<file path="config.mk">
export PLATFORM = sky130hd
export DESIGN_NAME = fifo_wr_arbiter
export DESIGN_NICKNAME = d
export VERILOG_FILES = /design/src/rtl/fifo_arb_pkg.sv /design/src/rtl/fifo_wr_arbiter_rr_picker.sv /design/src/rtl/fifo_wr_arbiter.sv
export SDC_FILE = /design/constraint.sdc
export NUM_CORES = 1
export LEC_CHECK = 0
export ABC_AREA = 1
export CORE_MARGIN = 2
export CORE_UTILIZATION = 34
export DETAILED_ROUTE_END_ITERATION = 12
export GPL_ROUTABILITY_DRIVEN = 0
export GPL_TIMING_DRIVEN = 0
export MAX_ROUTING_LAYER = met4
export PLACE_DENSITY = 0.88
export SKIP_CTS_REPAIR_TIMING = 1
export SLEW_MARGIN = 20
export SYNTH_ARGS = -nofsm -noshare
export SYNTH_HDL_FRONTEND = slang
export SYNTH_HIERARCHICAL = 1
export SYNTH_SLANG_ARGS = --single-unit
</file>
<file path="constraint.sdc">
create_clock -name clk -period 4.09 [get_ports clk]
set_input_delay 1.227 -clock clk [delete_from_list [all_inputs] [get_ports clk]]
set_output_delay 1.227 -clock clk [all_outputs]
set_load 0.02 [all_outputs]
</file>
<file path="src/rtl/fifo_arb_pkg.sv">
// Shared types and constants for the packet-level FIFO write arbiter.
package fifo_arb_pkg;

    // Arbiter FSM: IDLE arbitrates, LOCKED forwards one packet
    typedef enum logic {
        IDLE   = 1'b0,
        LOCKED = 1'b1
    } arb_state_e;

    // Width of the per-packet accepted-beat counter
    localparam int PKT_BEATS_W = 16;

    // Increment that sticks at all-ones instead of wrapping
    function automatic logic [PKT_BEATS_W-1:0] sat_inc(input logic [PKT_BEATS_W-1:0] v);
        return (v == '1) ? v : v + 1'b1;
    endfunction

endpackage

</file>
<file path="src/rtl/fifo_wr_arbiter_rr_picker.sv">
// Combinational round-robin picker: returns the first requesting port found
// scanning upward from the port after last_grant, wrapping at NUM_PORTS.
module rr_picker #(
    parameter int   NUM_PORTS = 4,
    localparam int  ID_WIDTH  = $clog2(NUM_PORTS)
) (
    input  logic [NUM_PORTS-1:0] req,
    input  logic [ID_WIDTH-1:0]  last_grant,
    output logic [ID_WIDTH-1:0]  pick,
    output logic                 any
);

    // One extra bit so last_grant + offset cannot overflow before the wrap
    localparam int             SW = ID_WIDTH + 1;
    localparam logic [SW-1:0]  NP = SW'(NUM_PORTS);

    logic [SW-1:0]       cand_sum [NUM_PORTS];
    logic [ID_WIDTH-1:0] cand_idx [NUM_PORTS];

    // Candidate port at scan position gi (gi = 0 is the highest priority)
    generate
        for (genvar gi = 0; gi < NUM_PORTS; gi++) begin : g_cand
            assign cand_sum[gi] = {1'b0, last_grant} + SW'(gi + 1);
            assign cand_idx[gi] = (cand_sum[gi] >= NP) ? ID_WIDTH'(cand_sum[gi] - NP)
                                                       : cand_sum[gi][ID_WIDTH-1:0];
        end
    endgenerate

    // Scan from lowest to highest priority so the highest-priority hit wins
    always_comb begin
        pick = '0;
        any  = 1'b0;
        for (int k = NUM_PORTS - 1; k >= 0; k--) begin
            if (req[cand_idx[k]]) begin
                pick = cand_idx[k];
                any  = 1'b1;
            end
        end
    end

endmodule

</file>
<file path="src/rtl/fifo_wr_arbiter.sv">
// Packet-level round-robin arbiter sharing one FIFO write port among
// NUM_PORTS valid/ready requesters. A grant is held for a whole packet
// (until the beat carrying last is written); writes are throttled by full.
module fifo_wr_arbiter
    import fifo_arb_pkg::*;
#(
    parameter int  NUM_PORTS  = 4,
    parameter int  DATA_WIDTH = 32,
    localparam int ID_WIDTH   = $clog2(NUM_PORTS)
) (
    input  logic                            clk,
    input  logic                            rst,
    input  logic [NUM_PORTS-1:0]            in_valid,
    input  logic [NUM_PORTS*DATA_WIDTH-1:0] in_data,
    input  logic [NUM_PORTS-1:0]            in_last,
    output logic [NUM_PORTS-1:0]            in_ready,
    output logic [DATA_WIDTH-1:0]           fifo_din,
    output logic                            fifo_wr_en,
    input  logic                            fifo_full,
    output logic [ID_WIDTH-1:0]             grant_id,
    output logic                            busy
);

    arb_state_e               state_reg;
    arb_state_e               state_next;
    logic [ID_WIDTH-1:0]      grant_reg;
    logic [ID_WIDTH-1:0]      last_grant_reg;
    logic [PKT_BEATS_W-1:0]   pkt_beats_reg;

    logic [DATA_WIDTH-1:0]    data_arr [NUM_PORTS];
    logic [ID_WIDTH-1:0]      pick;
    logic                     any_req;
    logic                     locked;
    logic                     sel_valid;
    logic                     sel_last;
    logic                     accept;

    // Unpack the flat data bus into one word per port
    generate
        for (genvar gi = 0; gi < NUM_PORTS; gi++) begin : g_unpack
            assign data_arr[gi] = in_data[gi*DATA_WIDTH +: DATA_WIDTH];
        end
    endgenerate

    rr_picker #(
        .NUM_PORTS (NUM_PORTS)
    ) u_picker (
        .req        (in_valid),
        .last_grant (last_grant_reg),
        .pick       (pick),
        .any        (any_req)
    );

    // A beat moves only from the locked port, and only when the FIFO has room
    assign locked    = (state_reg == LOCKED);
    assign sel_valid = in_valid[grant_reg];
    assign sel_last  = in_last[grant_reg];
    assign accept    = locked & sel_valid & ~fifo_full;

    // FSM state register; reset overrides every transition
    always_ff @(posedge clk) begin
        if (rst) begin
            state_reg <= IDLE;
        end else begin
            state_reg <= state_next;
        end
    end

    // Next state: lock on any request, release after the last beat is written
    always_comb begin
        state_next = state_reg;
        case (state_reg)
            IDLE: begin
                if (any_req) begin
                    state_next = LOCKED;
                end
            end
            LOCKED: begin
                if (accept && sel_last) begin
                    state_next = IDLE;
                end
            end
            default: state_next = IDLE;
        endcase
    end

    // FSM outputs: write strobe, data mux (zero when idle), busy flag
    always_comb begin
        fifo_wr_en = accept;
        fifo_din   = locked ? data_arr[grant_reg] : '0;
        busy       = locked;
    end

    // Ready goes only to the locked port and drops immediately when full
    generate
        for (genvar gi = 0; gi < NUM_PORTS; gi++) begin : g_ready
            assign in_ready[gi] = locked && (grant_reg == ID_WIDTH'(gi)) && !fifo_full;
        end
    endgenerate

    assign grant_id = grant_reg;

    // Grant and round-robin pointer update on the arbitration cycle only
    always_ff @(posedge clk) begin
        if (rst) begin
            grant_reg      <= '0;
            last_grant_reg <= ID_WIDTH'(NUM_PORTS - 1);
        end else if (state_reg == IDLE && any_req) begin
            grant_reg      <= pick;
            last_grant_reg <= pick;
        end
    end

    // Accepted-beat counter for the current packet, cleared at each new grant
    always_ff @(posedge clk) begin
        if (rst) begin
            pkt_beats_reg <= '0;
        end else if (state_reg == IDLE && any_req) begin
            pkt_beats_reg <= '0;
        end else if (accept) begin
            pkt_beats_reg <= sat_inc(pkt_beats_reg);
        end
    end

    // At most one port may see ready at a time
    a_ready_onehot: assert property (@(posedge clk) disable iff (rst)
        $onehot0(in_ready));

    // The FIFO must never see a write strobe while it reports full
    a_no_wr_when_full: assert property (@(posedge clk) disable iff (rst)
        !(fifo_wr_en && fifo_full));

    // The grant cannot move until the packet's last beat has been written
    a_grant_stable: assert property (@(posedge clk) disable iff (rst)
        (!rst && locked && !(accept && sel_last)) |=> (locked && $stable(grant_reg)));

    // Any accepted beat leaves a non-zero beat count behind
    a_beats_count: assert property (@(posedge clk) disable iff (rst)
        (!rst && accept) |=> (pkt_beats_reg != '0));

endmodule

</file>
# Word-level counts from Yosys, hierarchy flattened
# Cells that the tools add are included.
[totals] reg_bits=5 in_bits=139 output_inout_bits=40 wordCells=72
[op_classes] addsub=8 order_cmp=10 eq_ne=3 muxes=31 n_bitwise=5 reduce_logical=12
[op_table] operator="32-bit two-way mux" n=3
[op_table] operator="32-bit binary-select mux with 2-bit select" n=1
[op_table] operator="2-bit two-way mux" n=8
[op_table] operator="3-bit greater-or-equal comparator (second input constant)" n=5
[op_table] operator="2-bit by 3-bit less-than comparator with 1-bit output (second input constant)" n=5
[op_table] operator="1-bit binary-select mux with 2-bit select" n=6
[op_table] operator="1-bit two-way mux" n=12
[op_table] operator="1-bit logical AND" n=10
[op_table] operator="2-bit by 1-bit subtractor with 2-bit output (second input constant)" n=4
[op_table] operator="2-bit by 2-bit adder with 3-bit output (second input constant)" n=2
[op_table] operator="2-bit equality test (second input constant)" n=2
[op_table] operator="2-bit by 1-bit adder with 3-bit output (second input constant)" n=1
[op_table] operator="2-bit by 3-bit adder with 3-bit output (second input constant)" n=1
[op_table] operator="2-bit NOT with 3-bit output" n=1
[op_table] operator="1-bit AND" n=2
[op_table] operator="2-bit by 1-bit equality test with 1-bit output (second input constant)" n=1
[op_table] operator="2-bit zero test" n=1
[op_table] operator="1-bit NOT" n=2
[op_table] operator="1-bit case mux with 2 select lines" n=1
[op_table] operator="1-bit zero test" n=1

# Longest topological paths before layout
[depth] word_depth=11 depth_mapped=12

# Modules after synthesis
# The synthesis kept the hierarchy.
[modules_own_cells] module="fifo_wr_arbiter" instances=1 cells_each=242 area_per_inst_um2=1727.9 seq_area_each_um2=100.1
[modules_own_cells] module="rr_picker" instances=1 cells_each=49 area_per_inst_um2=226.5 seq_area_each_um2=0.0

# Worst setup path before layout
# Ideal clock, no wire load.
[synth_timing] path_type="input to output" startpoint="input fifo_full" endpoint="output in_ready[0]" arrival_ns=1.896 path_slack_ns=0.967 path_stages=3 path_cell_list="nor2_1 -> inv_1 -> nor3_1"
[synth_via] elab_chain_cells=2
[synth_rtl] item="start: declaration" line="fifo_wr_arbiter.sv:19" text="input logic fifo_full,"
[synth_rtl] item="1-bit zero test" line="fifo_wr_arbiter.sv:97" text="assign in_ready[gi] = locked && (grant_reg == ID_WIDTH'(gi)) && !fifo_full;"
[synth_rtl] item="1-bit logical AND" line="fifo_wr_arbiter.sv:97"
[synth_rtl] item="end: declaration" line="fifo_wr_arbiter.sv:16" text="output logic [NUM_PORTS-1:0] in_ready,"
# Every way passes these cells.

# Worst setup path in the final report
[layout_timing] startpoint="input in_valid[3]" endpoint="output fifo_wr_en"
[layout_via] elab_chain_cells=4
[layout_rtl] item="start: declaration" line="fifo_wr_arbiter.sv:13" text="input logic [NUM_PORTS-1:0] in_valid,"
[layout_rtl] item="1-bit binary-select mux with 2-bit select" line="fifo_wr_arbiter.sv:56" text="assign sel_valid = in_valid[grant_reg];"
[layout_rtl] item="1-bit two-way mux (implied by the code)" line="fifo_wr_arbiter.sv:56"
[layout_rtl] item="1-bit AND (2 in a row)" line="fifo_wr_arbiter.sv:58" text="assign accept = locked & sel_valid & ~fifo_full;"
[layout_rtl] item="end: declaration" line="fifo_wr_arbiter.sv:18" text="output logic fifo_wr_en,"
# Every way passes these cells. The select of a mux whose other input is x is not followed.

==> flow_summary.ini <==
[yosys]
synthCells = 291
syn_area_um2 = 1954
yosys_warnings = 6
synth_nets = 430
yosysUniqueCellTypes = 23
synth.avg_cell_area_um2 = 6.716
ys_seq_area_share_pct = 5.122
synth-seq-cells = 5

[grt]
grt_pass1_wl_um = 13880
grt_util_all_layers_pct = 27.76
grt_max_degree = 11
overflow = 0
antenna_found_initial = 0
grt_pass1_vias = 2943

[floorplanning]
num_rows = 27
die_w_um = 79.82
die_area_um2 = 6370
io_pins = 179
design.core.area_um2 = 5540
initial_utilization_pct = 35.28
fp.dieH_um = 79.82

[power]
powerDensity_nw_per_um2 = 482.5
ir_drop_mv = 0.3338
finalPower_mw = 1.868
p_leak_nw = 1.378

[placement]
dp_hpwl_um = 7080
port_buffers = 178
dpl_cell_area_um2 = 3826
pre_cts_ws_ns = 0.1818

[cells_and_area]
fill_cells = 476
finalInstanceArea_um2 = 3871
drive_above_1_share_pct = 17.97
syn_to_final_growth_pct = 98.08
antenna_cells = 0
num-nets-final = 613

[timing]
fmax_ghz = 0.2553
setup_viol = 0
fin_crit_sh_pct = 95.76
setup_tns_ns = 0
slew_headroom_pct = 78.95
slew_viol_final = 0
worst_slew_pin_slew_ns = 0.3157
finalCriticalPeriod_ns = 3.917
fin_ws_ns = 0.1733
hold_violations = 0
finClkSkew_ns = 0.001527
rsz0062_at_grt = no

[worst_setup_path]
path_class = input pin to output pin
cp.buffers_inverters = 2
end_kind = output pin
r2r.worst_path.cells = 10
r2r_slack_ns = 2.73
crit_path_start_kind = input pin
worstReg2RegStart = last_grant_reg[0]
crit_arrival_ns = 2.69
critical-path-top-delay-family = buffers and inverters
reg2reg_to = grant_id[0]
cp_common_cell = nand2_1
cp_cell_sequence = clkdlybuf4s50_1 -> nand2_1 -> nand2_1 -> nand2_1 -> a21oi_1 -> clkdlybuf4s50_1
max_stage_delay_ns = 0.62
cp.required_ns = 2.86
cp_slowest_cell = clkdlybuf4s50_1
path_max_fanout = 3

[clock_tree]
clock_latency_ns = 0.23
clockBufferDepth = 2
clock-sinks = 5
cts-root-buf = clkbuf_8
htreeDepth = 1
path_clk_slew_ns = 0.04
cts_tree = yes
cts_buffers = 3

[routing]
first_iter_violations = 129
wl_per_cell_um = 16.71
dr.pass1.iters = 5
num_vias = 3015
drtAntennaViolNets = 0
viasPerCell = 5.532
wl_um = 9105
drc = 0

[min_path]
min-delay-start = busy
min_path_cells = 2
hp-class = flip-flop to flip-flop
whs_endpoint = busy

[status]
status = finished clean

[job]
drv_cap = 0
-- report_power, final --
part           switching, mW  internal, mW  total, mW  leakage, nW
Combinational          0.960         0.728       1.69         1.31
Clock                 0.0283        0.0673     0.0956       0.0228
Sequential            0.0165        0.0680     0.0845       0.0416
-- through the flow --
step	std cells	hold WS, ns	util (%)
2_1_floorplan	291	0.4645	-
3_3_place_gp	541	0.4846	69.06
3_5_place_dp	541	0.4937	69.06
4_1_cts	545	0.5008	69.87
5_1_grt	545	0.5307	69.87
6_report	545	0.5039	69.87
-- layout by cell type, fill, tap and decap left out, types with 2 or more instances in the layout --
master           synthesis  layout
a41oi_1                  4       4
nor2_1                   2       2
a41oi_2                 28      28
nand3_2                 10      10
clkbuf_8                 0       3
nor3_1                   4       4
a21oi_1                  4       4
dfxtp_1                  5       5
clkdlybuf4s50_1          0     178
nand2_1                 54      54
buf_2                   17      17
nand3_1                125     125
buf_4                    4       4
buf_6                   11      11
inv_1                   10      10
nand2_2                  4       4
-- cell type report --
class / count / area, um2 / share of cell area [%]
buffer: 34 / 274.0 / 7.078
clock buffer: 4 / 45.04 / 1.164
inverter: 14 / 65.06 / 1.681
multi-input combinational: 238 / 1515 / 39.14
sequential: 5 / 100.1 / 2.586
tap: 72 / 90.09 / 2.327
timing repair buffer: 178 / 1782 / 46.02
-- tightest hold or removal path: stages (launching register included) --
cell     delay, ns
dfxtp_1       0.33
nand2_1       0.07
a21oi_1       0.05
-- how the worst max path moves through the flow --
stage               cells past startpoint         from  slack, ns          end
floorplan                               3    fifo_full       0.97  in_ready[0]
global placement                        6  in_valid[3]       0.17   fifo_wr_en
detailed placement                      6  in_valid[3]       0.18   fifo_wr_en
CTS                                     6  in_valid[3]       0.17   fifo_wr_en
global route                            6  in_valid[3]       0.06   fifo_wr_en
finish                                  6  in_valid[3]       0.17   fifo_wr_en
-- layer usage --
layer  part of all wire [%]  global-route usage (%)  vias up
li1                       -                       -     1441
met1                     40                   31.49     1395
met2                     50                   50.08      160
met3                    8.9                   4.751       19
met4                    1.9                   7.797        0
met5                      0                       -        -
-- synth_stat cells, drive strengths merged --
cell | instances | area share [%]
nand3 | 135 | 37
nand2 | 58 | 12
buf | 34 | 14
a41oi | 32 | 25
inv | 13 | 3.1
dfxtp | 5 | 5.1
a21oi | 4 | 1.0
nor3 | 4 | 1.0
nor2 | 3 | 0.70
and2 | 1 | 0.45
clkinv | 1 | 0.19
o21ai | 1 | 0.45
-- logic make-up (layout without fill, tap and decap cells) --
kind of cell / count (synthesis) / in the layout / synth area share [%]
AO/OA/AOI/OAI: 37 / 37 / 26.57
buffers and inverters: 48 / 230 / 17.35
AND/OR/NAND/NOR: 201 / 201 / 50.96
flip-flops: 5 / 5 / 5.122
Power figures use the tool's default switching activity.
